[src/rtl/daq_fifo_reader.sv]
// -----------------------------------------------------------------------------
// daq_fifo_reader
//   Read-side consumer of the DAQ sample FIFO. Pops payload bytes one at a
//   time, frames them as {HDR_BYTE, sequence, payload[PAYLOAD]} and streams
//   the frame to the host link over a valid/ready byte interface.
//
//   Optional feature macro: DAQ_FIFO_CSUM_EN
//     defined   -> a trailing checksum byte (seq + sum of payload, mod 256)
//                  carries tx_eof_o; frame is PAYLOAD+3 bytes.
//     undefined -> tx_eof_o marks the last payload byte; frame is PAYLOAD+2.
//
// Ports
//   clk_i       in   1   single clock (FIFO read clock domain)
//   reset_i     in   1   asynchronous, active-high reset
//   en_i        in   1   allow new frames to start (sampled only in IDLE)
//   rdempty_i   in   1   FIFO read-side empty
//   fifo_q_i    in   8   FIFO read data, valid the cycle after rdreq_o
//   rdreq_o     out  1   FIFO pop strobe, one-cycle pulse
//   tx_data_o   out  8   link byte
//   tx_valid_o  out  1   tx_data_o valid
//   tx_ready_i  in   1   link accepts byte when tx_valid_o & tx_ready_i
//   tx_sof_o    out  1   marks header byte
//   tx_eof_o    out  1   marks last byte of frame
//   seq_o       out  8   sequence number of current/next frame
//   busy_o      out  1   high in any state other than IDLE
// -----------------------------------------------------------------------------
module daq_fifo_reader #(
  parameter int                    DATA_WIDTH   = 8,
  parameter int                    NUM_CH       = 8,
  parameter int                    BYTES_PER_CH = 2,
  parameter logic [DATA_WIDTH-1:0] HDR_BYTE     = 8'hA5
) (
  input  logic                  clk_i,
  input  logic                  reset_i,
  input  logic                  en_i,
  input  logic                  rdempty_i,
  input  logic [DATA_WIDTH-1:0] fifo_q_i,
  output logic                  rdreq_o,
  output logic [DATA_WIDTH-1:0] tx_data_o,
  output logic                  tx_valid_o,
  input  logic                  tx_ready_i,
  output logic                  tx_sof_o,
  output logic                  tx_eof_o,
  output logic [DATA_WIDTH-1:0] seq_o,
  output logic                  busy_o
);

  localparam int PAYLOAD = NUM_CH * BYTES_PER_CH;
  localparam int CNT_W   = (PAYLOAD > 1) ? $clog2(PAYLOAD) : 1;
  localparam logic [CNT_W-1:0] LAST_CNT = CNT_W'(PAYLOAD - 1);

  typedef enum logic [2:0] {
    IDLE   = 3'd0,
    HDR    = 3'd1,
    SEQ    = 3'd2,
    FETCH  = 3'd3,
    WAIT_Q = 3'd4,
    SEND   = 3'd5,
    CSUM   = 3'd6
  } state_t;

  state_t                r_state;
  state_t                w_next;
  logic [CNT_W-1:0]      r_cnt;
  logic [DATA_WIDTH-1:0] r_hold;
  logic [DATA_WIDTH-1:0] r_seq;
`ifdef DAQ_FIFO_CSUM_EN
  logic [DATA_WIDTH-1:0] r_csum;
`endif

  logic                  w_rdreq;
  logic                  w_tx_valid;
  logic                  w_sof;
  logic                  w_eof;
  logic [DATA_WIDTH-1:0] w_tx_data;
  logic                  w_last;
  logic                  w_accept;

  assign w_last   = (r_cnt == LAST_CNT);
  assign w_accept = w_tx_valid & tx_ready_i;

  // Next-state and outputs. Outputs depend only on the state and registered
  // data, so they stay stable for as long as the link stalls a byte.
  // NOTE: every signal gets a default before the case so no path leaves it
  // unassigned; otherwise synthesis infers a latch.
  always_comb begin
    w_next     = r_state;
    w_rdreq    = 1'b0;
    w_tx_valid = 1'b0;
    w_sof      = 1'b0;
    w_eof      = 1'b0;
    w_tx_data  = '0;
    case (r_state)
      IDLE: begin
        if (en_i && !rdempty_i) w_next = HDR;
      end
      HDR: begin
        w_tx_data  = HDR_BYTE;
        w_tx_valid = 1'b1;
        w_sof      = 1'b1;
        if (tx_ready_i) w_next = SEQ;
      end
      SEQ: begin
        w_tx_data  = r_seq;
        w_tx_valid = 1'b1;
        if (tx_ready_i) w_next = FETCH;
      end
      FETCH: begin
        // Underrun simply waits here; the pop is gated by rdempty_i directly.
        if (!rdempty_i) begin
          w_rdreq = 1'b1;
          w_next  = WAIT_Q;
        end
      end
      WAIT_Q: begin
        w_next = SEND;
      end
      SEND: begin
        w_tx_data  = r_hold;
        w_tx_valid = 1'b1;
`ifdef DAQ_FIFO_CSUM_EN
        if (tx_ready_i) w_next = w_last ? CSUM : FETCH;
`else
        w_eof = w_last;
        if (tx_ready_i) w_next = w_last ? IDLE : FETCH;
`endif
      end
`ifdef DAQ_FIFO_CSUM_EN
      CSUM: begin
        w_tx_data  = r_csum;
        w_tx_valid = 1'b1;
        w_eof      = 1'b1;
        if (tx_ready_i) w_next = IDLE;
      end
`endif
      default: w_next = IDLE;
    endcase
  end

  // NOTE: sequential state uses non-blocking assignments so every register
  // samples pre-edge values, independent of statement order.
  always_ff @(posedge clk_i or posedge reset_i) begin
    if (reset_i) begin
      r_state <= IDLE;
      r_cnt   <= '0;
      // NOTE: the hold byte is a single register, not a memory array, so it
      // is cheap to reset and keeps tx_data_o deterministic after reset.
      r_hold  <= '0;
      r_seq   <= '0;
`ifdef DAQ_FIFO_CSUM_EN
      r_csum  <= '0;
`endif
    end else begin
      r_state <= w_next;

      // fifo_q_i is valid the cycle after the pop, i.e. while in WAIT_Q.
      if (r_state == WAIT_Q) r_hold <= fifo_q_i;

      if (r_state == SEND && w_accept) begin
        r_cnt <= w_last ? '0 : r_cnt + CNT_W'(1);
      end

`ifdef DAQ_FIFO_CSUM_EN
      if (r_state == SEQ && w_accept)  r_csum <= r_seq;
      if (r_state == SEND && w_accept) r_csum <= r_csum + r_hold;
`endif

      // Sequence advances when the frame's final byte is taken by the link.
      if (w_accept && w_eof) r_seq <= r_seq + DATA_WIDTH'(1);
    end
  end

  assign rdreq_o    = w_rdreq;
  assign tx_data_o  = w_tx_data;
  assign tx_valid_o = w_tx_valid;
  assign tx_sof_o   = w_sof;
  assign tx_eof_o   = w_eof;
  assign seq_o      = r_seq;
  assign busy_o     = (r_state != IDLE);

endmodule
[config.mk]
export PLATFORM = sky130hd
export DESIGN_NAME = daq_fifo_reader
export DESIGN_NICKNAME = d
export VERILOG_FILES = /design/src/rtl/daq_fifo_reader.sv
export SDC_FILE = /design/constraint.sdc
export NUM_CORES = 1
export LEC_CHECK = 0
export ABC_AREA = 1
export ABC_CLOCK_PERIOD_IN_PS = 2400
export CELL_PAD_IN_SITES_DETAIL_PLACEMENT = 1
export CELL_PAD_IN_SITES_GLOBAL_PLACEMENT = 1
export CORE_MARGIN = 1
export CORE_UTILIZATION = 38
export CTS_BUF_LIST = sky130_fd_sc_hd__clkbuf_2 sky130_fd_sc_hd__clkbuf_4 sky130_fd_sc_hd__clkbuf_8
export CTS_CLUSTER_DIAMETER = 120
export DETAILED_ROUTE_END_ITERATION = 10
export GPL_TIMING_DRIVEN = 0
export PLACE_DENSITY = 0.95
export SLEW_MARGIN = 25
export SYNTH_ARGS = -nofsm -noshare
export SYNTH_HDL_FRONTEND = slang
export SYNTH_SLANG_ARGS = --single-unit
[constraint.sdc]
create_clock -name clk_i -period 2.4 [get_ports clk_i]
set_input_delay 0.48 -clock clk_i [delete_from_list [all_inputs] [get_ports clk_i]]
set_output_delay 0.48 -clock clk_i [all_outputs]
set_load 0.02 [all_outputs]
==> impl_metrics.json, run 1 <==
{
  "rows": 20,
  "syn_to_final_growth_pct": 32.1,
  "cts_tree": "built",
  "max_clock_freq_mhz": 440,
  "gp_congestion": 0.784,
  "cts.sinks": 23,
  "htree_levels": 1,
  "timing.rr.start": "r_state[1]$_DFFE_PP0P_",
  "antenna_found_initial": 0,
  "post-dp-hpwl_um": 2650,
  "core-area_um2": 3150,
  "worst_setup_path_end_kind": "output port",
  "first_global_vias": 1289,
  "grt_max_degree": 24,
  "vias": 1276,
  "crit_path_start": "r_state[2]$_DFFE_PP0P_",
  "clockRootBuffer": "clkbuf_4",
  "io_buffers": 33,
  "rsz0062_at_grt": "no",
  "postRouteAntennaNets": 0,
  "die_h_um": 60.4,
  "ys_types": 22,
  "min_to": "r_hold[0]$_DFFE_PP0N_",
  "hold_violations": 0,
  "peakVddDrop_v": 0.000577,
  "crit_arrival_ns": 1.79,
  "grt_usage": 0.212,
  "fin_cells": 255,
  "clock_latency_ns": 0.32,
  "yosysWarnings": 0,
  "critPathKind": "reg -> out",
  "power_mw": 1.71,
  "max_cap_violations": 0,
  "cp.required_ns": 1.92,
  "slew_headroom": 0.388,
  "dr.pass1.iters": 4,
  "timing.final.crit_share": 0.947,
  "fin_skew_ns": 0.00983,
  "muxShareOfSynthArea": 0,
  "avgSynthCellArea_um2": 7.44,
  "synthAdderAreaFrac": 0.0193,
  "clkSlewWorstSetupHoldPaths_ns": 0.13,
  "hp-class": "reg -> reg",
  "cts_buffers": 3,
  "synth_compound_area_frac": 0.114,
  "drc": 0,
  "n_antenna_cell": 0,
  "fin_crit_ns": 2.27,
  "wl_per_cell_um": 13.7,
  "ys_seq_elements": 23,
  "ys_seq_area_frac": 0.444,
  "setup_viol": 0,
  "tightest_slew_ns": 0.917,
  "io_pins": 34,
  "path_max_fanout": 9,
  "synth-simple-area-share": 0.295,
  "r2r_slack_ns": 0.91,
  "synth_top_family_by_area": "simple AND/OR/NAND/NOR gates",
  "rr_worst_depth": 9,
  "final_cell_mix": "59 x nand2_1, 27 x inv_1, 22 x clkdlybuf4s50_1, 22 x dfrtp_1, 17 x o21ai_0",
  "placed_cells": 251,
  "synth.net_count": 189,
  "drive_gt1_frac": 0.0900,
  "worstHoldStart": "r_hold[0]$_DFFE_PP0N_",
  "powerDensity_nw_per_um2": 1000,
  "synthXorXnorAreaFrac": 0.0271,
  "synthCells": 174,
  "drt_iter0_markers": 44,
  "hold_depth": 2,
  "grt_pass1_wl_um": 5710,
  "nNetsFinal": 227,
  "cts_buffer_depth": 2,
  "wirelength_um": 3490,
  "synth_area_um2": 1290,
  "layout_commonest_cell": "nand2_1",
  "postCtsHoldBufs": 0,
  "start_util": 0.411,
  "gr-total-overflow": 0,
  "slew_viol_final": 0,
  "outcome": "complete, no violations",
  "p_leak_nw": 0.871,
  "fp.dieW_um": 60.4,
  "viasPerCell": 5.00,
  "crit_path_start_kind": "register",
  "r2r_end": "seq_o[4]$_DFFE_PP0P_",
  "fin_setup_tns_ns": 0,
  "die_area_um2": 3650
}
[power by group]
part	switching, mW	internal [mW]
clock	0.129	0.0625
sequential	0.0935	0.517
combinational	0.578	0.333
[repair_timing]
| action | CTS | global route |
|---|---|---|
| setup endpoints to repair | 9 | 3 |
| setup buffers | 0 | 0 |
| resized for setup | 11 | 3 |
[Yosys cell counts, drive strengths merged]
cell | instances | area share
nand4 | 3 | 0.014
a21boi | 1 | 0.0058
nand2 | 62 | 0.19
o21ai | 18 | 0.070
nor2 | 10 | 0.044
o22ai | 4 | 0.019
nand3 | 11 | 0.043
o21a | 1 | 0.0058
xor2 | 3 | 0.020
ha | 2 | 0.019
nor3 | 1 | 0.0077
buf | 3 | 0.016
xnor2 | 1 | 0.0068
dfrtp | 23 | 0.44
o221ai | 2 | 0.014
inv | 29 | 0.084
[how the worst max path moves through the flow]
stage                        end  depth (start not counted)
global placement    tx_data_o[1]                          4
CTS                     tx_sof_o                          5
detailed placement  tx_data_o[6]                          4
floorplan           tx_data_o[0]                          3
finish                   rdreq_o                          4
global route             rdreq_o                          4
[metrics by stage]
step | hold slack (ns) | worst slack, ns | utilization | instance area (µm²)
2_1_floorplan | 0.437 | 0.640 | - | 1290
3_3_place_gp | 0.461 | 0.140 | 0.533 | 1680
3_5_place_dp | 0.481 | 0.125 | 0.533 | 1680
4_1_cts | 0.511 | 0.0318 | 0.540 | 1700
5_1_grt | 0.525 | 0.0500 | 0.542 | 1710
6_report | 0.504 | 0.128 | 0.542 | 1710
[routing by layer]
| layer | global-route usage | vias to the layer above | routed length, µm |
|---|---|---|---|
| met2 | 0.363 | 31 | 1690 |
| met1 | 0.278 | 618 | 1650 |
| li1 | - | 623 | - |
| met4 | 0.0698 | 0 | 44 |
| met3 | 0.0256 | 4 | 104 |
| met5 | 0 | - | 0 |
[worst max-delay path, stage by stage (launching register included)]
cell	delay [ns]
dfrtp_1	0.48
inv_4	0.15
nand3_1	0.13
nor2_1	0.11
clkdlybuf4s50_1	0.60
[area by class of cell]
type	count	area (µm²)
inverters	29	111
fillers	406	1440
flip-flops and latches	23	577
repair buffers	33	324
clock inverters	1	5.00
multi-input cells	119	594
clock buffers	3	22.5
well taps	44	55.1
plain buffers	3	21.3
[logic make-up (layout without fill, tap and decap cells)]
family                     count (synthesis)  count (layout)
xor gates and xnor gates                   4               4
and+or+nand+nor                           87              87
DFF                                       23              23
AOI/OAI and AO/OA                         26              26
buffers and inverters                     32              69
adders and majority gates                  2               2
[state kept, by name (all words and copies together) (netlist names)]
register / cells
r_hold: 8
seq_o: 8
r_state: 3
r_cnt: 4
Note: power is estimated with default switching activity, not from simulation.
==> run 2: changes to the inputs <==
- CORE_UTILIZATION: 38 -> 36
- CTS_BUF_LIST: sky130_fd_sc_hd__clkbuf_2 sky130_fd_sc_hd__clkbuf_4 sky130_fd_sc_hd__clkbuf_8 -> sky130_fd_sc_hd__clkbuf_16
- PLACE_DENSITY: 0.95 -> 0.94
- SLEW_MARGIN: 25 -> 30
==> run 2 against run 1 <==
  * Via count grew 1.8%
  * First-iteration DRC count up 86%
  * Register-to-register slack worse by 0.03 ns
  * Critical path depth stayed put
  * Critical path type unchanged
==> impl_metrics.json, run 2 (synthesis results as in run 1) <==
{
  "outcome": "complete, no violations",
  "fin_skew_ns": 0.00721,
  "grt_max_degree": 24,
  "fp.dieW_um": 62.0,
  "grt_pass1_wl_um": 6020,
  "path_max_fanout": 7,
  "max_clock_freq_mhz": 445,
  "slew_viol_final": 0,
  "antenna_found_initial": 0,
  "worstHoldStart": "r_hold[7]$_DFFE_PP0N_",
  "drt_iter0_markers": 82,
  "critPathKind": "reg -> out",
  "powerDensity_nw_per_um2": 1080,
  "use_met1": 0.272,
  "crit_path_start": "r_state[0]$_DFFE_PP0P_",
  "clockRootBuffer": "clkbuf_16",
  "htree_levels": 1,
  "cts.sinks": 23,
  "hp-class": "reg -> reg",
  "rows": 21,
  "postRouteAntennaNets": 0,
  "clock_latency_ns": 0.26,
  "wl_per_cell_um": 14.2,
  "io_buffers": 33,
  "die_h_um": 62.0,
  "drc": 0,
  "final_cell_mix": "59 x nand2_1, 26 x inv_1, 23 x clkdlybuf4s50_1",
  "syn_to_final_growth_pct": 36.2,
  "fin_setup_tns_ns": 0,
  "drive_gt1_frac": 0.0948,
  "crit_path_start_kind": "register",
  "layout_commonest_cell": "nand2_1",
  "rsz0062_at_grt": "no",
  "grt_usage": 0.221,
  "grt_util_met3": 0.0311,
  "met2_usage": 0.375,
  "timing.rr.start": "r_state[1]$_DFFE_PP0P_",
  "tightest_slew_ns": 0.499,
  "slew_headroom": 0.667,
  "core-area_um2": 3390,
  "timing.final.crit_share": 0.936,
  "cp.required_ns": 1.92,
  "gp_congestion": 0.818,
  "n_antenna_cell": 0,
  "power_mw": 1.90,
  "hold_violations": 0,
  "vias": 1299,
  "post-dp-hpwl_um": 2670,
  "worst_setup_path_end_kind": "output port",
  "viasPerCell": 5.05,
  "fin_crit_ns": 2.25,
  "die_area_um2": 3840,
  "cts_tree": "built",
  "max_cap_violations": 0,
  "clkSlewWorstSetupHoldPaths_ns": 0.07,
  "wirelength_um": 3650,
  "first_global_vias": 1324,
  "peakVddDrop_v": 0.000633,
  "p_leak_nw": 0.891,
  "busiest_layer": "met2",
  "start_util": 0.382,
  "cts_buffer_depth": 2,
  "dr.pass1.iters": 4,
  "gr-total-overflow": 0,
  "io_pins": 34,
  "setup_viol": 0,
  "cts_buffers": 3,
  "nNetsFinal": 227,
  "crit_arrival_ns": 1.77
}
-- run 2: cell type report --
cell class,instances,area [µm²]
Timing Repair Buffer,33,325
Inverter,29,109
Buffer,3,21.3
Fill cell,420,1630
Sequential cell,23,577
Clock buffer,3,75.1
Tap cell,46,57.6
Clock inverter,1,5.00
Multi-Input combinational cell,119,594
-- run 2: worst paths after layout --
check,cells past startpoint,endpoint,slack (ns)
max,4,tx_valid_o,0.15
min,2,r_hold[7]$_DFFE_PP0N_,0.48
max reg2reg,7,seq_o[4]$_DFFE_PP0P_,0.88
min reg2reg,2,r_hold[7]$_DFFE_PP0N_,0.48
max in group asynchronous,2,r_state[0]$_DFFE_PP0P_,1.47
min in group asynchronous,2,r_state[2]$_DFFE_PP0P_,0.57
-- run 2: through the flow --
stage	cells	util	area (µm²)	hold slack [ns]	setup slack [ns]
after floorplan	174	-	1290	0.437	0.640
after detailed placement	253	0.496	1680	0.470	0.111
after global routing	257	0.520	1760	0.518	0.0360
after CTS	257	0.519	1760	0.483	0.0137
final	257	0.520	1760	0.483	0.154
after global placement	253	0.496	1680	0.465	0.166
-- run 2: routing by layer --
layer	up-vias	routed length [µm]
met1	631	1620
li1	629	-
met3	6	143
met4	0	70
met2	33	1810
met5	-	0
-- run 2: critical path, stage by stage (launching register included) --
cell and delay, ns:
dfrtp_2 0.47, inv_2 0.10, nand2_1 0.05, o21ai_0 0.23, clkdlybuf4s50_1 0.66
-- run 2: repair_timing --
action	4_1_cts	5_1_grt
endpoints found under the setup margin	9	2
setup buffers	0	0
hold buffers	0	0
resized for setup	10	2
-- run 2: where the power goes --
group	internal [mW]	leakage [nW]	switching, mW
combinational	0.341	0.571	0.572
sequential	0.519	0.279	0.0927
clock	0.225	0.0409	0.150
==> run 3: changes to the inputs <==
- CORE_UTILIZATION: 36 -> 38
- CTS_BUF_LIST: sky130_fd_sc_hd__clkbuf_16 -> sky130_fd_sc_hd__clkbuf_4
- PLACE_DENSITY: 0.94 -> 0.95
- SKIP_LAST_GASP: default -> 1
==> run 3 against run 2 <==
  * Clock power decreased by 49%
  * Non-clock buffer count unchanged
  * Clock skew increased by 0.0038 ns
  * First-iteration DRC count decreased by 41%
  * Cell area decreased by 3.0%
  * Die area decreased by 5.1%
  * Via count decreased by 1.9%
  * Sequential cell count unchanged
  * Routed wire length decreased by 4.4%
==> impl_metrics.json, run 3 (synthesis results as in run 1) <==
{
  "outcome": "complete, no violations",
  "first_global_vias": 1289,
  "gp_congestion": 0.784,
  "slew_viol_final": 0,
  "start_util": 0.411,
  "max_clock_freq_mhz": 440,
  "cts_buffers": 3,
  "whs_ns": 0.491,
  "postCtsHoldBufs": 0,
  "clkSlewWorstSetupHoldPaths_ns": 0.14,
  "cts_buffer_depth": 2,
  "io_pins": 34,
  "drc": 0,
  "drive_gt1_frac": 0.0948,
  "fin_setup_tns_ns": 0,
  "grt_max_degree": 24,
  "final_cell_mix": "59 x nand2_1, 26 x inv_1, 22 x clkdlybuf4s50_1, 22 x dfrtp_1, 17 x o21ai_0",
  "dr.pass1.iters": 4,
  "placed_cells": 251,
  "peakVddDrop_v": 0.000577,
  "cts_tree": "built",
  "hp-class": "in -> async",
  "fp.dieW_um": 60.4,
  "antenna_found_initial": 0,
  "syn_to_final_growth_pct": 32.1,
  "viasPerCell": 5.00,
  "wl_per_cell_um": 13.7,
  "critPathKind": "reg -> out",
  "htree_levels": 1,
  "tightest_slew_ns": 0.510,
  "post-dp-hpwl_um": 2650,
  "hold_violations": 0,
  "fin_cells": 255,
  "clockRootBuffer": "clkbuf_4",
  "gr-total-overflow": 0,
  "powerDensity_nw_per_um2": 1000,
  "die_area_um2": 3650,
  "crit_arrival_ns": 1.79,
  "vias": 1274,
  "wirelength_um": 3490,
  "fin_skew_ns": 0.0110,
  "drt_iter0_markers": 48,
  "layout_commonest_cell": "nand2_1",
  "cp.required_ns": 1.92,
  "final_core_util": 0.542,
  "fin_crit_ns": 2.27,
  "crit_path_start_kind": "register",
  "slew_headroom": 0.660,
  "p_leak_nw": 0.870,
  "grt_pass1_wl_um": 5710,
  "timing.final.crit_share": 0.947,
  "die_h_um": 60.4,
  "postRouteAntennaNets": 0,
  "setup_viol": 0,
  "rows": 20,
  "io_buffers": 33,
  "n_antenna_cell": 0,
  "clock_latency_ns": 0.33,
  "max_cap_violations": 0,
  "grt_usage": 0.212,
  "core-area_um2": 3150,
  "worst_setup_path_end_kind": "output port",
  "cts.sinks": 23,
  "rsz0062_at_grt": "no",
  "nNetsFinal": 227,
  "power_mw": 1.71,
  "path_max_fanout": 9
}
-- run 3: cell types whose count changed in the layout (fill, tap and decap cells not counted) --
cell / delta
clkbuf_4: +3
clkdlybuf4s50_1: -1
inv_2: -1
inv_4: +1
dlygate4sd2_1: +1
clkbuf_16: -3
-- run 3: power by group --
part | leakage, nW | internal, mW | switching [mW]
clock | 0.0177 | 0.0625 | 0.129
sequential | 0.279 | 0.517 | 0.0932
combinational | 0.573 | 0.333 | 0.578
-- run 3: critical path: stages, from the launching register on --
cell and delay, ns:
dfrtp_1 0.48, inv_4 0.15, nand3_1 0.13, nor2_1 0.11, clkdlybuf4s50_1 0.60
-- run 3: final timing paths --
path	start	slack, ns	depth (start not counted)	endpoint
worst max-delay path	r_state[2]$_DFFE_PP0P_	0.13	4	rdreq_o
worst min-delay path	reset_i	0.49	2	r_cnt[0]$_DFFE_PP0P_
worst max register to register	r_state[1]$_DFFE_PP0P_	0.91	9	seq_o[4]$_DFFE_PP0P_
worst min register to register	r_hold[0]$_DFFE_PP0N_	0.50	2	r_hold[0]$_DFFE_PP0N_
max in group asynchronous	reset_i	1.53	2	r_state[0]$_DFFE_PP0P_
min in group clk_i	r_hold[0]$_DFFE_PP0N_	0.50	2	r_hold[0]$_DFFE_PP0N_
-- run 3: cell type report --
cell class	instances	area, µm²
clock inverter	1	5.00
inverter	29	111
timing repair buffer	33	324
sequential	23	577
buffer	3	21.3
multi-input combinational	119	594
clock buffer	3	22.5
fill	406	1440
tap	44	55.1
-- run 3: metrics by stage --
step / cell area, µm² / setup WS (ns)
6_report: 1710 / 0.128
5_1_grt: 1710 / 0.0500
4_1_cts: 1700 / 0.0318
3_5_place_dp: 1680 / 0.125
3_3_place_gp: 1680 / 0.140
2_1_floorplan: 1290 / 0.640
-- run 3: metal layers --
layer | track usage | share of wire
met1 | 0.278 | 0.47
met2 | 0.363 | 0.48
met3 | 0.0256 | 0.030
met4 | 0.0698 | 0.013
met5 | 0 | 0
-- run 3: what timing repair did --
action	CTS	global route
gates resized for setup	11	3
buffers inserted	0	0
endpoints found under the setup margin	9	3
